**src/rtl/scan_mux_sel.sv**
```systemverilog
// scan_mux_sel: registered CH-way channel selector.
// Manual mode picks the channel named by sel_in. Auto mode scans the
// channels round-robin, staying on each one for a programmable number of
// cycles. Hold freezes the outputs and the scan position. All outputs come
// from registers, so nothing passes combinationally from input to output.
module scan_mux_sel #(
  parameter  int CH      = 4,
  parameter  int W       = 1,
  parameter  int DWELL_W = 8,
  localparam int SW      = $clog2(CH)
) (
  input  logic                clk,
  input  logic                rst,
  input  logic [CH*W-1:0]     ch_in,
  input  logic [SW-1:0]       sel_in,
  input  logic                mode,
  input  logic [DWELL_W-1:0]  dwell,
  input  logic                hold,
  output logic [W-1:0]        y,
  output logic [SW-1:0]       y_ch,
  output logic                y_valid,
  output logic                ch_wrap,
  output logic                sel_err
);

  typedef enum logic [1:0] {
    ST_MANUAL = 2'd0,
    ST_SCAN   = 2'd1,
    ST_HOLD   = 2'd2
  } state_t;

  state_t              state;
  logic [SW-1:0]       idx;
  logic [DWELL_W-1:0]  cnt;
  logic                sel_ok;

  // Last count value of a dwell period. A dwell of 0 behaves like 1, so the
  // result is never below 0 and cnt can never pass 2^DWELL_W-2.
  function automatic logic [DWELL_W-1:0] dwell_last(input logic [DWELL_W-1:0] d);
    return (d == '0) ? '0 : d - 1'b1;
  endfunction

  // Next scan position. It wraps CH-1 -> 0 and also works when CH is not a
  // power of two.
  function automatic logic [SW-1:0] idx_next(input logic [SW-1:0] i);
    return (i == SW'(CH - 1)) ? '0 : i + 1'b1;
  endfunction

  // Pull channel k out of the packed bus. An index outside the channel
  // range returns zero, but callers never pass one.
  function automatic logic [W-1:0] pick(input logic [CH*W-1:0] bus,
                                        input logic [SW-1:0]   k);
    logic [W-1:0] r;
    r = '0;
    for (int c = 0; c < CH; c++) begin
      if (k == SW'(c)) r = bus[c*W +: W];
    end
    return r;
  endfunction

  // Each cycle the operating state is decoded from hold and mode. Only
  // idx and cnt carry any history.
  always_comb begin
    state  = ST_MANUAL;
    sel_ok = (int'(sel_in) < CH);
    if (hold)      state = ST_HOLD;
    else if (mode) state = ST_SCAN;
  end

  // Output and scan registers. Reset has priority over every state.
  always_ff @(posedge clk) begin
    if (rst) begin
      y       <= '0;
      y_ch    <= '0;
      y_valid <= 1'b0;
      ch_wrap <= 1'b0;
      sel_err <= 1'b0;
      idx     <= '0;
      cnt     <= '0;
    end else begin
      unique case (state)
        ST_HOLD: begin
          y_valid <= 1'b0;
          ch_wrap <= 1'b0;
        end
        ST_SCAN: begin
          y       <= pick(ch_in, idx);
          y_ch    <= idx;
          y_valid <= 1'b1;
          sel_err <= 1'b0;
          // Strobe when the reported channel drops from the top index to 0.
          ch_wrap <= (idx == '0) && (y_ch == SW'(CH - 1));
          // Use >= so that a dwell lowered mid-period advances on the next edge.
          if (cnt >= dwell_last(dwell)) begin
            cnt <= '0;
            idx <= idx_next(idx);
          end else begin
            cnt <= cnt + 1'b1;
          end
        end
        default: begin
          if (sel_ok) begin
            y       <= pick(ch_in, sel_in);
            y_ch    <= sel_in;
            y_valid <= 1'b1;
            sel_err <= 1'b0;
          end else begin
            y_valid <= 1'b0;
            sel_err <= 1'b1;
          end
          ch_wrap <= 1'b0;
          // Clear the scan position so the next entry into scan starts at channel 0.
          idx     <= '0;
          cnt     <= '0;
        end
      endcase
    end
  end

endmodule

```
**config.mk**
```make
export PLATFORM = sky130hd
export DESIGN_NAME = scan_mux_sel
export DESIGN_NICKNAME = d
export VERILOG_FILES = /design/src/rtl/scan_mux_sel.sv
export SDC_FILE = /design/constraint.sdc
export NUM_CORES = 1
export LEC_CHECK = 0
export CELL_PAD_IN_SITES_DETAIL_PLACEMENT = 0
export CELL_PAD_IN_SITES_GLOBAL_PLACEMENT = 1
export CORE_MARGIN = 5
export CORE_UTILIZATION = 34
export CTS_CLUSTER_SIZE = 40
export DETAILED_ROUTE_END_ITERATION = 8
export PLACE_DENSITY_LB_ADDON = 0.3
export SLEW_MARGIN = 10
export SYNTH_ARGS = -nofsm -noshare
export SYNTH_HDL_FRONTEND = slang
export SYNTH_SLANG_ARGS = --single-unit
```
**constraint.sdc**
```tcl
create_clock -name clk -period 2.7 [get_ports clk]
set_input_delay 0.54 -clock clk [delete_from_list [all_inputs] [get_ports clk]]
set_output_delay 0.54 -clock clk [all_outputs]
set_load 0.02 [all_outputs]
```
==> key figures, run 1 <==
Drt
  • DRC viols: 0
  • Starting DRT DRC Count: 55
  • First-pass DRT Iterations: 4
  • Routed Antenna Nets: 0
  • Final wirelength: roughly 3000 µm
  • WL per Instance: about 14 µm
  • Via/cell ratio: about 5.2
  • Via count: 1,159

STA
  • Final Hold Fails: 0
  • Final setup TNS: 0 ps
  • Final setup violation count: 0
  • Final worst path period share: 98.29%
  • Hold slack: approximately 460 ps
  • Post-route minimum period: 2654 ps
  • Max Fclk: 0.3768 GHz
  • Clock Skew: 6.334 ps
  • Final Max Slew Viols: 0

Placement
  • GPL Wtd Cong: slightly below 0.9
  • DP Wirelength: 2242 µm
  • Placed cells: between 200 and 250
  • Port bufs: 22

Global routing
  • Total track usage: about 15%
  • Largest net degree at the start of global routing: 12
  • First-pass GRT wire length: around 5200 µm
  • GR Overflow Total: 0
  • Number of global-route vias before repair: 1,204
  • Initial antenna violation count: 0

Setup path
  • Critical-path cell list: buf_8 > inv_6 > ha_4 > nor2b_4 > nand3b_1 > or3_4 > and2_4 > ha_4 > nand2b_4 > a31oi_4 > o211ai_4 > buf_6 > nor3_2 > a221o_1
  • CP most frequent cell: ha_4
  • Required time worst endpoint: between 2000 and 3000 ps
  • CP max stage delay: about 420 ps
  • CP arrival: 2820 ps
  • Critical Path End Type: register
  • Crit path max fanout: 5
  • Critical Path Start Type: input pin
  • Crit-path slowest cell: or3_4
  • Crit Path Category: in -> reg

Clocking
  • Clock Tree Root: clkbuf_4
  • CTS Buffer Depth: 2
  • CTS buffer count: 3
  • Reg clk slew, reported paths: about 90 ps
  • CTS tree: yes
  • Clock network latency to the later pin of the worst-skew pair: 280 ps
  • Clock sinks: 15
  • H-tree depth: 1

Finish
  • Area grow syn2layout: 55.10%
  • Final net count: 210
  • Antenna cells: 0
  • Non-filler instance count after layout: roughly 220
  • Most frequent cells in the layout: buf_4 (21), dfxtp_1 (15), clkdlybuf4s50_1 (15)
  • Commonest non-fill, non-tap cell in the layout: buf_4
  • Share of layout cells above drive strength 1: roughly 33%

Hold path
  • Type of the worst min-delay path: reg -> reg

Pwr
  • Power per cell area: slightly below 300 mW/mm²
  • Worst vdd ir: between 0.0002 and 0.00025 V
  • Leakage: roughly 0.81 nW

Synthesis
  • Syn. warnings: 0
  • Mapped cell area: 0.001154 mm²
  • Top-area cell type share of the netlist area: approximately a quarter
  • Mapped Cells: around 130
  • Dominant cell type by area after synthesis: dfxtp_1
  • Synth area leaders: dfxtp_1 (26%), ha_1 (15%), nand2_1 (3.6%)
  • Post-synthesis sequential area ratio: a little over a quarter
  • Net Count, Synth: 164
  • Post-Syn Area per Cell: 8.739 µm²
  • Number of synthesized register bits: 15
  • Cell variety after synth: 42

Die
  • Die W: a little under 70 µm
  • Initial Util: 34.85%
  • DIE AREA: roughly 0.0047 mm²
  • Die Span Y: a little under 70 µm
  • # rows: 21
  • I/O Pins: 24
  • CORE AREA: around 0.0033 mm²

Run status
  • Status: completed

Flow run
  • Max Cap Violations: 0
-- report_power, final --
part	switching [mW]	total (mW)	internal (mW)
Combinational	0.0776	0.169	0.0913
Clock	0.0712	0.129	0.0574
Sequential	0.00425	0.231	0.227
-- kinds of logic (layout without fill, tap and decap cells) --
family                   count (synthesis)  after routing  synth area share, %
AO/OA/AOI/OAI                           29             29                20.93
XOR/XNOR                                 5              5                3.797
adder cells (fa/ha/maj)                 14             14                15.18
buffers and inverters                   14             59                6.290
flip-flops                              15             15                26.03
multiplexers                             5              5                5.531
other                                    1              1               0.3251
AND/OR/NAND/NOR                         49             49                21.91
-- per-stage QoR --
stage / util [%] / setup slack [ps] / power, mW / instance area, µm²
5_1_grt: 54.04 / -7.395 / 0.5656 / 1789
3_3_place_gp: 47.73 / -679.1 / 0.3735 / 1580
6_report: 54.04 / 46.28 / 0.5287 / 1789
3_5_place_dp: 47.73 / -756.8 / 0.3755 / 1580
2_1_floorplan: - / 3.707 / 0.3105 / 1202
4_1_cts: 50.23 / 27.47 / 0.5136 / 1663
-- layout make-up --
class | count | area (µm²)
fill | 320 | 1521
multi-input combinational | 103 | 944.7
timing repair buffer | 47 | 422.9
sequential | 15 | 300.3
tap | 46 | 57.56
inverter | 8 | 37.54
clock buffer | 4 | 26.28
-- registers in the layout, summed over array words and instances (netlist names) --
name	flops
y	1
ch_wrap	1
y_valid	1
idx	2
cnt	8
y_ch	2
-- timing repair --
item | 4_1_cts | 5_1_grt
setup endpoints to repair | 10 | 9
pin swaps | 9 | 15
hold buffers | 0 | 0
setup buffers | 3 | 3
gates cloned | 1 | 0
gates resized for setup | 23 | 22
-- final timing paths --
| path | endpoint | depth (start not counted) | slack, ps | startpoint |
|---|---|---|---|---|
| max | cnt[6] | 14 | 50 | dwell[0] |
| min reg2reg | y | 2 | 460 | y |
| max reg2reg | idx[1] | 6 | 860 | cnt[7] |
| min | y | 2 | 460 | y |
-- routing by layer --
| metal | GRT usage [%] | wire, µm | vias up | share of wire [%] |
|---|---|---|---|---|
| met5 | 0 | 0 | - | 0 |
| met4 | 3.970 | 25 | 0 | 0.82 |
| met3 | 3.612 | 138 | 4 | 4.5 |
| met2 | 26.84 | 1605 | 26 | 53 |
| met1 | 16.70 | 1273 | 556 | 42 |
| li1 | - | - | 573 | - |
-- critical path, delay by kind of cell --
kind	cells	cell delay [ps]
AO/OA/AOI/OAI	3	610
adder cells (fa/ha/maj)	2	360
buffers and inverters	3	310
AND/OR/NAND/NOR	6	990
-- cells in the mapped netlist (all sizes together) --
master / instances
o21ai: 2
clkbuf: 1
nand3b: 2
o2111ai: 2
and3: 4
o31ai: 4
ha: 14
xor2: 3
mux2: 1
a21o: 3
nor4b: 2
inv: 8
nand2b: 3
a21oi: 6
and2: 1
dfxtp: 15
a221o: 1
a22o: 3
or3: 1
a221oi: 1
nand4: 1
buf: 5
nand3: 3
conb: 1
nor2: 11
o221ai: 1
a31oi: 1
xnor2: 2
mux2i: 3
nor2b: 4
nand2: 11
mux4: 1
nor3b: 1
a211o: 3
nor3: 4
a2111oi: 1
o211ai: 1
or4: 1
Note: power is estimated with default switching activity, not from simulation.
==> inputs of run 2 (changes only) <==
--- a/config.mk
+++ b/config.mk
@@ -8,7 +8,7 @@
 export CELL_PAD_IN_SITES_DETAIL_PLACEMENT = 0
 export CELL_PAD_IN_SITES_GLOBAL_PLACEMENT = 1
 export CORE_MARGIN = 5
-export CORE_UTILIZATION = 34
+export CORE_UTILIZATION = 40
 export CTS_CLUSTER_SIZE = 40
 export DETAILED_ROUTE_END_ITERATION = 8
 export PLACE_DENSITY_LB_ADDON = 0.3
==> constraint.sdc (replaced) <==
create_clock -name clk -period 3.1 [get_ports clk]
set_input_delay 0.62 -clock clk [delete_from_list [all_inputs] [get_ports clk]]
set_output_delay 0.62 -clock clk [all_outputs]
set_load 0.02 [all_outputs]
==> run 2 against run 1 <==
Net effect:
- design area down 7.3%
- worst setup slack better by 120 ps
- cell count down 7.6%
- sequential share of layout area up 1.3 points
- via count down 6.4%
- register-to-register slack better by 380 ps
- critical path depth unchanged
- largest cell class unchanged
- largest power group unchanged
==> key figures, run 2 (synthesized netlist as in run 1, its figures left out) <==
Run status
  • Status: completed

Die
  • DIE AREA: 0.004058 mm² (-13%)
  • CORE AREA: 0.002758 mm² (-17%)
  • Die W: 63.71 µm (-6.7%)
  • I/O Pins: 24 (unchanged)
  • Die Span Y: 63.71 µm (-6.7%)
  • Initial Util: 41.83% (+7.0 points)
  • # rows: 19 (-9.5%)

Hold path
  • Type of the worst min-delay path: reg -> reg
  • Worst Hold Depth: 2 (unchanged)
  • Hold Path Origin: y
  • Min-Delay Endpoint: y

Pwr
  • Switching share of total power: 29.57% (+0.62 points)
  • Worst vdd ir: 0.0002354 V (+8.9%)
  • Sequential Power Share: 44.6% (+0.9 points)
  • Power per cell area: 272.8 mW/mm² (-7.7%)
  • Leakage: 0.7576 nW (-5.9%)
  • P_sw: 133.7 µW (-13%)
  • Total power: 452.3 µW (-14%)
  • Combinational Power Share: 29.2% (-2.7 points)
  • Clock power frac: 26.2% (+1.9 points)
  • Internal Power: 318.6 µW (-15%)

STA
  • Clock Skew: 4.915 ps (-1.419 ps)
  • Max Fclk: roughly 0.34 GHz
  • RSZ-0062 raised after global routing: no
  • Worst-Margin Slew: about 740 ps
  • Final Max Slew Viols: 0 (unchanged)
  • Final setup violation count: 0 (unchanged)
  • Worst relative slew slack: between 50% and 60%
  • Post-route minimum period: roughly 3000 ps
  • Final Hold Fails: 0 (unchanged)
  • Final setup TNS: 0 ps (unchanged)
  • Final worst path period share: a little over nine tenths

Global routing
  • Total track usage: 14.62% (-0.033 points)
  • Met3 usage: 4.618% (+1.0 points)
  • Met2 Usage GRT: 25.25% (-1.6 points)
  • GR Overflow Total: 0 (unchanged)
  • Initial antenna violation count: 0 (unchanged)
  • Most Crowded Layer GR: met2
  • First-pass GRT wire length: 4823 µm (-7.7%)
  • Largest net degree at the start of global routing: 21 (+9)
  • Number of global-route vias before repair: 1,120 (-7.0%)
  • Routing usage on met1: 17.56% (+0.86 points)

Finish
  • # fillers: 258 (-19%)
  • Area grow syn2layout: 43.71%
  • Antenna cells: 0 (unchanged)
  • Largest registers: cnt: 8 flops, idx: 2 flops, y_ch: 2 flops
  • Share of layout cells above drive strength 1: 26.29% (-6.5 points)
  • Final instance area: 0.001658 mm² (-7.3%)
  • Most flops, register: cnt
  • Max reg flops: 8 (unchanged)
  • Final net count: 208 (-0.95%)
  • Commonest non-fill, non-tap cell in the layout: buf_4
  • Most frequent cells in the layout: buf_4 (22), clkdlybuf4s50_1 (19), dfxtp_1 (15)

Clocking
  • H-tree depth: 1 (unchanged)
  • CTS buffer count: 3 (unchanged)
  • Reg clk slew, reported paths: 100 ps (about the same)
  • CTS tree: yes
  • Clock network latency to the later pin of the worst-skew pair: 300 ps (+20 ps)
  • Clock Tree Root: clkbuf_4
  • Clock sinks: 15 (unchanged)
  • CTS Buffer Depth: 2 (unchanged)

Setup path
  • Critical Path Start Type: input pin
  • Worst R2R Path Depth: 7 (+1)
  • R2r startpoint: cnt[5]
  • Reg2reg end: cnt[6]
  • Crit path max fanout: 6 (+1)
  • Required time worst endpoint: 3300 ps (+430 ps)
  • Critical Path End Type: register
  • Crit Path Category: in -> reg
  • Reg2Reg Setup Slack: 1240 ps (+380 ps)
  • CP arrival: 3140 ps (+320 ps)

Drt
  • Via count: 1,085 (-6.4%)
  • WL per Instance: 13.57 µm (-0.54%)
  • Final wirelength: 2795 µm (-8.1%)
  • Routed Antenna Nets: 0 (unchanged)
  • Via/cell ratio: 5.267 (+1.3%)
  • DRC viols: 0 (unchanged)
  • First-pass DRT Iterations: 4 (unchanged)
  • Starting DRT DRC Count: 29 (-47%)

Placement
  • Port bufs: 22 (unchanged)
  • Dpl cell area: 0.001475 mm² (-6.7%)
  • DP Wirelength: 2209 µm (-1.5%)
  • GPL Wtd Cong: 0.8109 (-7.9%)

Flow run
  • Max Cap Violations: 0 (unchanged)
## run 2: changes by cell type in the layout (fill, tap and decap cells not counted), moves of 2 or more
cell,delta
buf_6,-4
ha_2,+2
ha_4,-3
clkdlybuf4s50_1,+4
o31ai_2,-2
## run 2: worst max-delay path, stage by stage
cell and delay, ps:
dlygate4sd2_1 250, inv_1 60, ha_2 180, nor2b_4 140, nand3b_1 100, or3_4 380, and2_4 150, ha_1 260
nand2b_4 120, a31oi_4 80, o211ai_2 250, nor2_1 80, buf_4 170, a221o_1 280
## run 2: what timing repair did
action                                  in CTS  in global routing
gates resized for setup                     16                  6
endpoints found under the setup margin       7                  9
pin swaps                                    7                  3
hold endpoints to repair                     0                  0
setup buffers                                9                  0
cloned                                       0                  0
hold buffers                                 0                  0
## run 2: how the worst max path moves through the flow
stage / from / endpoint / slack, ps
final: dwell[1] / cnt[6] / 160
after global routing: dwell[1] / cnt[2] / 10
after CTS: dwell[2] / idx[1] / 30
after detailed placement: dwell[0] / cnt[5] / -490
after global placement: dwell[0] / idx[1] / -360
after floorplan: dwell[0] / idx[1] / 120
## run 2: metal layers
metal	wire length, µm	vias up
met1	1312	508
met3	76	2
li1	-	565
met4	16	0
met2	1390	10
met5	0	-
## run 2: power groups by stage
stage                     registers (mW)  clock network, mW  logic (mW)
after detailed placement           0.206                  0       0.111
after CTS                          0.202              0.121       0.130
after floorplan                    0.209                  0      0.0570
after global routing               0.203              0.131       0.145
after global placement             0.206                  0       0.108
final                              0.202              0.118       0.132
## run 2: per-stage QoR
step,utilization [%],hold slack [ps],cells,worst slack [ps]
2_1_floorplan,-,465.8,132,116.2
3_3_place_gp,53.49,441.8,193,-364.6
3_5_place_dp,53.49,451.0,193,-490.9
4_1_cts,59.26,463.8,206,33.12
5_1_grt,60.12,491.5,206,10.85
6_report,60.12,456.7,206,162.2
## run 2: cell type report
cell class	count	area [µm²]	area share [%]
Clock buffer	3	22.52	1.358
Clock inverter	1	5.005	0.3019
Inverter	8	30.03	1.811
Multi-Input combinational cell	103	864.6	52.15
Sequential cell	15	300.3	18.11
Tap cell	31	38.79	2.340
Timing Repair Buffer	45	396.6	23.92
